--- config.mk ---
export PLATFORM = sky130hd
export DESIGN_NAME = ctrl_pipeline_flat
export DESIGN_NICKNAME = d
export VERILOG_FILES = /design/src/rtl/ctrl_pipeline_if.sv /design/src/rtl/ctrl_pipeline.sv /design/src/flat_wrapper.sv
export SDC_FILE = /design/constraint.sdc
export NUM_CORES = 1
export LEC_CHECK = 0
export BUFFER_PORTS_ARGS = -buffer_cell sky130_fd_sc_hd__buf_2
export CAP_MARGIN = 20
export CORE_MARGIN = 2
export CORE_UTILIZATION = 45
export CTS_CLUSTER_DIAMETER = 30
export DETAILED_ROUTE_END_ITERATION = 6
export HOLD_SLACK_MARGIN = 0.02
export PLACE_DENSITY = 0.73
export SETUP_SLACK_MARGIN = 0.15
export SLEW_MARGIN = 20
export SYNTH_ARGS = -nofsm -noshare
export SYNTH_HDL_FRONTEND = slang
export SYNTH_SLANG_ARGS = --single-unit
--- constraint.sdc ---
create_clock -name clk -period 3.6 [get_ports clk]
set_input_delay 1.08 -clock clk [delete_from_list [all_inputs] [get_ports clk]]
set_output_delay 1.08 -clock clk [all_outputs]
set_load 0.01 [all_outputs]
--- src/rtl/ctrl_pipeline_if.sv ---
// Bundle of ID-stage controls in and per-stage controls/hazard selects out for ctrl_pipeline.
// master drives the decoded ID fields; slave is the pipeline control unit.
interface ctrl_pipeline_if;
  logic       RegDst;
  logic       Branch;
  logic       Jump;
  logic       MemRead;
  logic       MemtoReg;
  logic       MemWrite;
  logic       ALUSrc;
  logic       RegWrite;
  logic       IF_flush;
  logic [1:0] ALUOp;
  logic [4:0] rs_id;
  logic [4:0] rt_id;
  logic [4:0] rd_id;

  logic       ex_RegDst;
  logic       ex_ALUSrc;
  logic [1:0] ex_ALUOp;
  logic       mem_MemRead;
  logic       mem_MemWrite;
  logic       wb_MemtoReg;
  logic       wb_RegWrite;
  logic [4:0] wb_dst;
  logic       PCWrite;
  logic       IFID_write;
  logic       IFID_flush;
  logic       stall;
  logic [1:0] ForwardA;
  logic [1:0] ForwardB;

  modport master (
    output RegDst, Branch, Jump, MemRead, MemtoReg, MemWrite, ALUSrc, RegWrite,
           IF_flush, ALUOp, rs_id, rt_id, rd_id,
    input  ex_RegDst, ex_ALUSrc, ex_ALUOp, mem_MemRead, mem_MemWrite,
           wb_MemtoReg, wb_RegWrite, wb_dst, PCWrite, IFID_write, IFID_flush,
           stall, ForwardA, ForwardB
  );

  modport slave (
    input  RegDst, Branch, Jump, MemRead, MemtoReg, MemWrite, ALUSrc, RegWrite,
           IF_flush, ALUOp, rs_id, rt_id, rd_id,
    output ex_RegDst, ex_ALUSrc, ex_ALUOp, mem_MemRead, mem_MemWrite,
           wb_MemtoReg, wb_RegWrite, wb_dst, PCWrite, IFID_write, IFID_flush,
           stall, ForwardA, ForwardB
  );
endinterface

--- src/rtl/ctrl_pipeline.sv ---
// Pipeline control banks (ID/EX, EX/MEM, MEM/WB) with hazard detection and forwarding selects.
// Macro FORWARD_EN: defined = forwarding + load-use stall only; undefined = no forwarding, stall on any RAW.
module ctrl_pipeline (
  input  logic           clk,
  input  logic           reset,
  ctrl_pipeline_if.slave bus
);

  typedef struct packed {
    logic       reg_dst;
    logic       alu_src;
    logic [1:0] alu_op;
    logic       mem_read;
    logic       mem_write;
    logic       mem_to_reg;
    logic       reg_write;
    logic [4:0] rs;
    logic [4:0] rt;
    logic [4:0] rd;
  } idex_t;

  typedef struct packed {
    logic       mem_read;
    logic       mem_write;
    logic       mem_to_reg;
    logic       reg_write;
    logic [4:0] dst;
  } exmem_t;

  typedef struct packed {
    logic       mem_to_reg;
    logic       reg_write;
    logic [4:0] dst;
  } memwb_t;

  idex_t  idex_d,  idex_q;
  exmem_t exmem_d, exmem_q;
  memwb_t memwb_d, memwb_q;

  logic [4:0] ex_dst_s;
  logic       load_use_s;
  logic       stall_s;
  logic [1:0] fwd_a_s;
  logic [1:0] fwd_b_s;
  logic       unused_ctrl_s;

  // A writer to register 0 never creates a dependency.
  function automatic logic raw_hit(input logic       wr,
                                   input logic [4:0] dst,
                                   input logic [4:0] rs,
                                   input logic [4:0] rt);
    return wr && (dst != 5'd0) && ((dst == rs) || (dst == rt));
  endfunction

  function automatic logic [1:0] fwd_sel(input logic       mem_wr,
                                         input logic [4:0] mem_dst,
                                         input logic       wb_wr,
                                         input logic [4:0] wb_dst,
                                         input logic [4:0] src);
    logic [1:0] sel;
    if (mem_wr && (mem_dst != 5'd0) && (mem_dst == src)) begin
      sel = 2'b10;
    end else if (wb_wr && (wb_dst != 5'd0) && (wb_dst == src)) begin
      sel = 2'b01;
    end else begin
      sel = 2'b00;
    end
    return sel;
  endfunction

  // Branch and Jump resolve in ID and are deliberately not carried into the banks.
  always_comb begin
    unused_ctrl_s = bus.Branch ^ bus.Jump;
  end

  // Hazard detection and operand forwarding from current bank state and ID fields.
  always_comb begin
    ex_dst_s   = idex_q.reg_dst ? idex_q.rd : idex_q.rt;
    load_use_s = idex_q.mem_read && (ex_dst_s != 5'd0) &&
                 ((ex_dst_s == bus.rs_id) || (ex_dst_s == bus.rt_id));
`ifdef FORWARD_EN
    stall_s = load_use_s;
    fwd_a_s = fwd_sel(exmem_q.reg_write, exmem_q.dst, memwb_q.reg_write, memwb_q.dst, idex_q.rs);
    fwd_b_s = fwd_sel(exmem_q.reg_write, exmem_q.dst, memwb_q.reg_write, memwb_q.dst, idex_q.rt);
`else
    // WB is not checked: the register file is assumed to write before it is read.
    stall_s = load_use_s ||
              raw_hit(idex_q.reg_write, ex_dst_s, bus.rs_id, bus.rt_id) ||
              raw_hit(exmem_q.reg_write, exmem_q.dst, bus.rs_id, bus.rt_id);
    fwd_a_s = 2'b00;
    fwd_b_s = 2'b00;
`endif
  end

  // Next ID/EX contents: a zero bubble on stall, otherwise the decoded ID fields.
  always_comb begin
    idex_d = '0;
    if (stall_s) begin
      idex_d = '0;
    end else begin
      idex_d.reg_dst    = bus.RegDst;
      idex_d.alu_src    = bus.ALUSrc;
      idex_d.alu_op     = bus.ALUOp;
      idex_d.mem_read   = bus.MemRead;
      idex_d.mem_write  = bus.MemWrite;
      idex_d.mem_to_reg = bus.MemtoReg;
      idex_d.reg_write  = bus.RegWrite;
      idex_d.rs         = bus.rs_id;
      idex_d.rt         = bus.rt_id;
      idex_d.rd         = bus.rd_id;
    end
  end

  // EX/MEM and MEM/WB advance every cycle, independent of stall.
  always_comb begin
    exmem_d.mem_read   = idex_q.mem_read;
    exmem_d.mem_write  = idex_q.mem_write;
    exmem_d.mem_to_reg = idex_q.mem_to_reg;
    exmem_d.reg_write  = idex_q.reg_write;
    exmem_d.dst        = ex_dst_s;
    memwb_d.mem_to_reg = exmem_q.mem_to_reg;
    memwb_d.reg_write  = exmem_q.reg_write;
    memwb_d.dst        = exmem_q.dst;
  end

  // Bank registers; reset clears everything asynchronously, including a pending bubble.
  always_ff @(posedge clk or posedge reset) begin
    if (reset) begin
      idex_q  <= '0;
      exmem_q <= '0;
      memwb_q <= '0;
    end else begin
      idex_q  <= idex_d;
      exmem_q <= exmem_d;
      memwb_q <= memwb_d;
    end
  end

  // Stage outputs come straight from the banks; fetch controls from the stall decision.
  always_comb begin
    bus.ex_RegDst    = idex_q.reg_dst;
    bus.ex_ALUSrc    = idex_q.alu_src;
    bus.ex_ALUOp     = idex_q.alu_op;
    bus.mem_MemRead  = exmem_q.mem_read;
    bus.mem_MemWrite = exmem_q.mem_write;
    bus.wb_MemtoReg  = memwb_q.mem_to_reg;
    bus.wb_RegWrite  = memwb_q.reg_write;
    bus.wb_dst       = memwb_q.dst;
    bus.stall        = stall_s;
    bus.PCWrite      = ~stall_s;
    bus.IFID_write   = ~stall_s;
    bus.IFID_flush   = bus.IF_flush & ~stall_s;
    bus.ForwardA     = fwd_a_s;
    bus.ForwardB     = fwd_b_s;
  end

endmodule

--- src/flat_wrapper.sv ---
// flat-port wrapper written by rule: the top's interface ports become plain ports
module ctrl_pipeline_flat 
  (clk, reset, bus_RegDst, bus_Branch, bus_Jump, bus_MemRead, bus_MemtoReg, bus_MemWrite, bus_ALUSrc, bus_RegWrite, bus_IF_flush, bus_ALUOp, bus_rs_id, bus_rt_id, bus_rd_id, bus_ex_RegDst, bus_ex_ALUSrc, bus_ex_ALUOp, bus_mem_MemRead, bus_mem_MemWrite, bus_wb_MemtoReg, bus_wb_RegWrite, bus_wb_dst, bus_PCWrite, bus_IFID_write, bus_IFID_flush, bus_stall, bus_ForwardA, bus_ForwardB);
  ctrl_pipeline_if bus_i ();
  input  logic clk;
  input  logic reset;
  input wire logic [$bits(bus_i.RegDst)-1:0] bus_RegDst;
  input wire logic [$bits(bus_i.Branch)-1:0] bus_Branch;
  input wire logic [$bits(bus_i.Jump)-1:0] bus_Jump;
  input wire logic [$bits(bus_i.MemRead)-1:0] bus_MemRead;
  input wire logic [$bits(bus_i.MemtoReg)-1:0] bus_MemtoReg;
  input wire logic [$bits(bus_i.MemWrite)-1:0] bus_MemWrite;
  input wire logic [$bits(bus_i.ALUSrc)-1:0] bus_ALUSrc;
  input wire logic [$bits(bus_i.RegWrite)-1:0] bus_RegWrite;
  input wire logic [$bits(bus_i.IF_flush)-1:0] bus_IF_flush;
  input wire logic [$bits(bus_i.ALUOp)-1:0] bus_ALUOp;
  input wire logic [$bits(bus_i.rs_id)-1:0] bus_rs_id;
  input wire logic [$bits(bus_i.rt_id)-1:0] bus_rt_id;
  input wire logic [$bits(bus_i.rd_id)-1:0] bus_rd_id;
  output wire logic [$bits(bus_i.ex_RegDst)-1:0] bus_ex_RegDst;
  output wire logic [$bits(bus_i.ex_ALUSrc)-1:0] bus_ex_ALUSrc;
  output wire logic [$bits(bus_i.ex_ALUOp)-1:0] bus_ex_ALUOp;
  output wire logic [$bits(bus_i.mem_MemRead)-1:0] bus_mem_MemRead;
  output wire logic [$bits(bus_i.mem_MemWrite)-1:0] bus_mem_MemWrite;
  output wire logic [$bits(bus_i.wb_MemtoReg)-1:0] bus_wb_MemtoReg;
  output wire logic [$bits(bus_i.wb_RegWrite)-1:0] bus_wb_RegWrite;
  output wire logic [$bits(bus_i.wb_dst)-1:0] bus_wb_dst;
  output wire logic [$bits(bus_i.PCWrite)-1:0] bus_PCWrite;
  output wire logic [$bits(bus_i.IFID_write)-1:0] bus_IFID_write;
  output wire logic [$bits(bus_i.IFID_flush)-1:0] bus_IFID_flush;
  output wire logic [$bits(bus_i.stall)-1:0] bus_stall;
  output wire logic [$bits(bus_i.ForwardA)-1:0] bus_ForwardA;
  output wire logic [$bits(bus_i.ForwardB)-1:0] bus_ForwardB;
  assign bus_i.RegDst = bus_RegDst;
  assign bus_i.Branch = bus_Branch;
  assign bus_i.Jump = bus_Jump;
  assign bus_i.MemRead = bus_MemRead;
  assign bus_i.MemtoReg = bus_MemtoReg;
  assign bus_i.MemWrite = bus_MemWrite;
  assign bus_i.ALUSrc = bus_ALUSrc;
  assign bus_i.RegWrite = bus_RegWrite;
  assign bus_i.IF_flush = bus_IF_flush;
  assign bus_i.ALUOp = bus_ALUOp;
  assign bus_i.rs_id = bus_rs_id;
  assign bus_i.rt_id = bus_rt_id;
  assign bus_i.rd_id = bus_rd_id;
  assign bus_ex_RegDst = bus_i.ex_RegDst;
  assign bus_ex_ALUSrc = bus_i.ex_ALUSrc;
  assign bus_ex_ALUOp = bus_i.ex_ALUOp;
  assign bus_mem_MemRead = bus_i.mem_MemRead;
  assign bus_mem_MemWrite = bus_i.mem_MemWrite;
  assign bus_wb_MemtoReg = bus_i.wb_MemtoReg;
  assign bus_wb_RegWrite = bus_i.wb_RegWrite;
  assign bus_wb_dst = bus_i.wb_dst;
  assign bus_PCWrite = bus_i.PCWrite;
  assign bus_IFID_write = bus_i.IFID_write;
  assign bus_IFID_flush = bus_i.IFID_flush;
  assign bus_stall = bus_i.stall;
  assign bus_ForwardA = bus_i.ForwardA;
  assign bus_ForwardB = bus_i.ForwardB;
  ctrl_pipeline u_core (.clk(clk), .reset(reset), .bus(bus_i));
endmodule
==> run_results.csv <==
group,metric,value,unit
die,die_width,60.8,um
clock_network,clock_sinks,34,
global_routing,use_met2,28.1,%
place,place_ws,175,ps
outcome,status,"finished clean",
critical_path,worstSetupPathType,"primary input to output pin",
layout,layout-drive-gt1-share,34.6,%
place,placed_area,1680,um2
critical_path,arrival,2280,ps
global_routing,grt_first_pass_wirelength,4.11,mm
place,hpwl,2.05,mm
critical_path,crit_top_cell,"buf_2",
drt,remaining_drc_errors,0,
global_routing,grt-ovfl-total,0,
layout,layout.nets,206,
layout,fin_util,57.7,%
critical_path,cp.required,2520,ps
pwr,p_leak,0.906,nW
drt,postRouteAntennaNets,0,
drt,wl,2.66,mm
critical_path,startpoint_type,"primary input",
yosys,yosysSeqAreaShare,58.6,%
layout,synthToLayoutAreaGrowth,21.2,%
sta,finalCritPeriodShare,93.2,%
clock_network,cts_tree,"built",
critical_path,cp_cell_sequence,"buf_2 -> xnor2_1 -> nand3_1 -> nor3_2 -> o221ai_2 -> buf_12 -> nor2b_1 -> buf_2",
layout,fill_cells,274,
sta,final.setup.tns,0,ps
sta,setup_viol,0,
yosys,synth_compound_area_share,1.98,%
sta,fmax,298,MHz
sta,report.final.slew_viol_count,0,
clock_network,post-cts-setup-buffer-count,0,
global_routing,grt_max_degree,35,
sta,hold_viol_final,0,
die,die_area,3700,um2
yosys,yosysWarnings,0,
layout,design_area,1760,um2
drt,via_count,1035,
die,placementRows,20,
global_routing,grt_util_met3,5.33,%
sta,timing.final.ws_setup,245,ps
place,io_buffers,42,
hold_path,hold_path_class,"flip-flop to flip-flop",
global_routing,antenna_found_initial,0,
sta,rsz0062_at_grt,"no",
layout,antenna_cells,0,
pwr,powerDensity,526,nW/um2
clock_network,worstSkewPairLatency,330,ps
place,gp_congestion,0.819,
yosys,netlist_instances,134,
die,io_pins,49,
yosys,synthesis.area,1450,um2
sta,period_needed,3360,ps
die,initial_core_util,47.6,%
yosys,synthDistinctLibCells,22,
clock_network,path_clk_slew,100,ps
drt,wl_per_cell,11.9,um
critical_path,setup.worst_path.end_class,"output pin",
pwr,ir_drop,0.197,mV
yosys,muxShareOfSynthArea,4.22,%
drt,via_per_inst,4.64,
sta,skew,9.59,ps
yosys,synth-seq-cells,34,
yosys,synth_top_family_by_area,"simple AND/OR/NAND/NOR gates",
yosys,syn_avg_cell_area,10.8,um2
yosys,synth_xor_xnor_area_share,12.1,%
yosys,yosys.area_share.adder,0,%
clock_network,cts-root-buf,"clkbuf_4",
global_routing,track_usage,16.2,%
die,core_area,3050,um2
clock_network,cts_buffers,5,
layout,regArea,852,um2
job,cap_viol_max_count,0,
global_routing,grt_most_used_layer,"met2",
drt,firstDrtPassIters,4,
global_routing,grt_pass1_vias,968,
critical_path,slowest_stage,"nor3_2",
die,die_y,60.8,um
clock_network,htreeDepth,2,
critical_path,cpPeakStageDelay,200,ps
layout,multi_input_area,518,um2
yosys,yosys.area_share.simple,15.2,%
drt,first_iter_violations,18,
global_routing,gr-usage-met1,17.2,%
clock_network,cts_max_path_buffers,2,
critical_path,critical_path.max_fanout,21,
-- critical path: cells and delay by family --
| kind | cells | cell delay, ps |
|---|---|---|
| AND/OR/NAND/NOR | 3 | 430 |
| buffers and inverters | 3 | 450 |
| XOR/XNOR | 1 | 160 |
| AO/OA/AOI/OAI | 1 | 140 |
-- logic make-up after synthesis --
| logic type | count (synthesis) |
|---|---|
| and+or+nand+nor | 52 |
| DFF | 34 |
| xor gates and xnor gates | 20 |
| buffers and inverters | 18 |
| muxes | 5 |
| AOI/OAI and AO/OA | 4 |
| other | 1 |
-- Yosys cell counts --
cell type / instances / share of area, %
o221ai_1: 1 / 0.60
or4_1: 1 / 0.52
o22ai_1: 1 / 0.43
mux2i_1: 2 / 1.4
nor3_2: 1 / 0.69
buf_4: 9 / 4.7
nand2_1: 19 / 4.9
xnor2_1: 12 / 7.2
nor2b_1: 1 / 0.43
nor3_1: 4 / 1.4
buf_2: 2 / 0.69
dfrtp_1: 34 / 59
nor2_1: 20 / 5.2
conb_1: 1 / 0.26
xor2_1: 8 / 4.8
a21oi_1: 1 / 0.34
nand2b_1: 1 / 0.43
mux2i_2: 3 / 2.8
nand3_1: 5 / 1.7
buf_6: 1 / 0.78
inv_1: 6 / 1.6
a21oi_2: 1 / 0.60
-- per-layer routing --
layer  up-vias  routed length [um]
met5         -                   0
met4         0                  65
met3         5                 137
met2        28                1380
met1       506                1070
li1        496                   -
-- area by class of cell --
cell class	count	share of cell area (%)
multi-input cells	85	29.4
flip-flops and latches	34	48.4
well taps	44	3.13
repair buffers	46	14.4
clock buffers	7	3.13
clock inverters	1	0.284
inverters	6	1.28
-- worst paths after layout --
kind,cells past startpoint,startpoint,slack [ps],end
setup / recovery,8,bus_rs_id[3],240,bus_PCWrite
hold / removal,0,u_core.exmem_d[7],350,u_core.bus.mem_MemWrite
setup reg to reg,7,u_core.bus.ex_RegDst,1590,u_core.idex_q[8]
hold reg to reg,0,u_core.exmem_d[7],350,u_core.bus.mem_MemWrite
max in group asynchronous,3,reset,2450,u_core.bus.ex_RegDst
min in group asynchronous,3,reset,830,u_core.bus.wb_MemtoReg
-- report_power, final --
part | total [mW] | switching, mW | internal, mW
logic | 0.232 | 0.124 | 0.108
clock network | 0.207 | 0.113 | 0.0945
registers | 0.486 | 0.0408 | 0.445
total | 0.925 | 0.278 | 0.648
-- sequential cells by signal, indices dropped and copies added (netlist names) --
signal,flops
u_core.bus.ex_ALUOp,2
u_core.bus.wb_dst,5
u_core.exmem_d,4
u_core.exmem_q,7
u_core.bus.mem_MemRead,1
u_core.bus.wb_RegWrite,1
u_core.bus.wb_MemtoReg,1
u_core.bus.ex_ALUSrc,1
u_core.bus.ex_RegDst,1
u_core.idex_q,10
u_core.bus.mem_MemWrite,1
-- repair_timing --
| item | 4_1_cts | 5_1_grt |
|---|---|---|
| endpoints found under the hold margin | 0 | 0 |
| setup endpoints to repair | 0 | 4 |
| resized for setup | 0 | 4 |
| hold buffers | 0 | 0 |
-- per-stage QoR --
stage	power [mW]	std cells	hold WS (ps)
2_1_floorplan	0.652	137	331
3_3_place_gp	0.715	215	331
3_5_place_dp	0.725	215	337
4_1_cts	0.935	223	354
5_1_grt	0.980	223	365
6_report	0.925	223	351
-- cell usage in the layout (no fill, tap or decap) --
cell      count
buf_2        42
dfrtp_1      33
nor2_1       20
nand2_1      19
xnor2_1      12
xor2_1        8
inv_1         6
nand3_1       5
clkbuf_4      5
conb_1        4
mux2i_2       3
nor3_2        3
buf_4         3
mux2i_1       2
nor3_1        2
a21oi_1       1
o22ai_1       1
a21oi_2       1
or4_1         1
o221ai_2      1
nand2b_1      1
nor2b_1       1
clkinv_2      1
clkbuf_1      1
clkbuf_8      1
buf_12        1
dfrtp_2       1
Power figures use the tool's default switching activity.
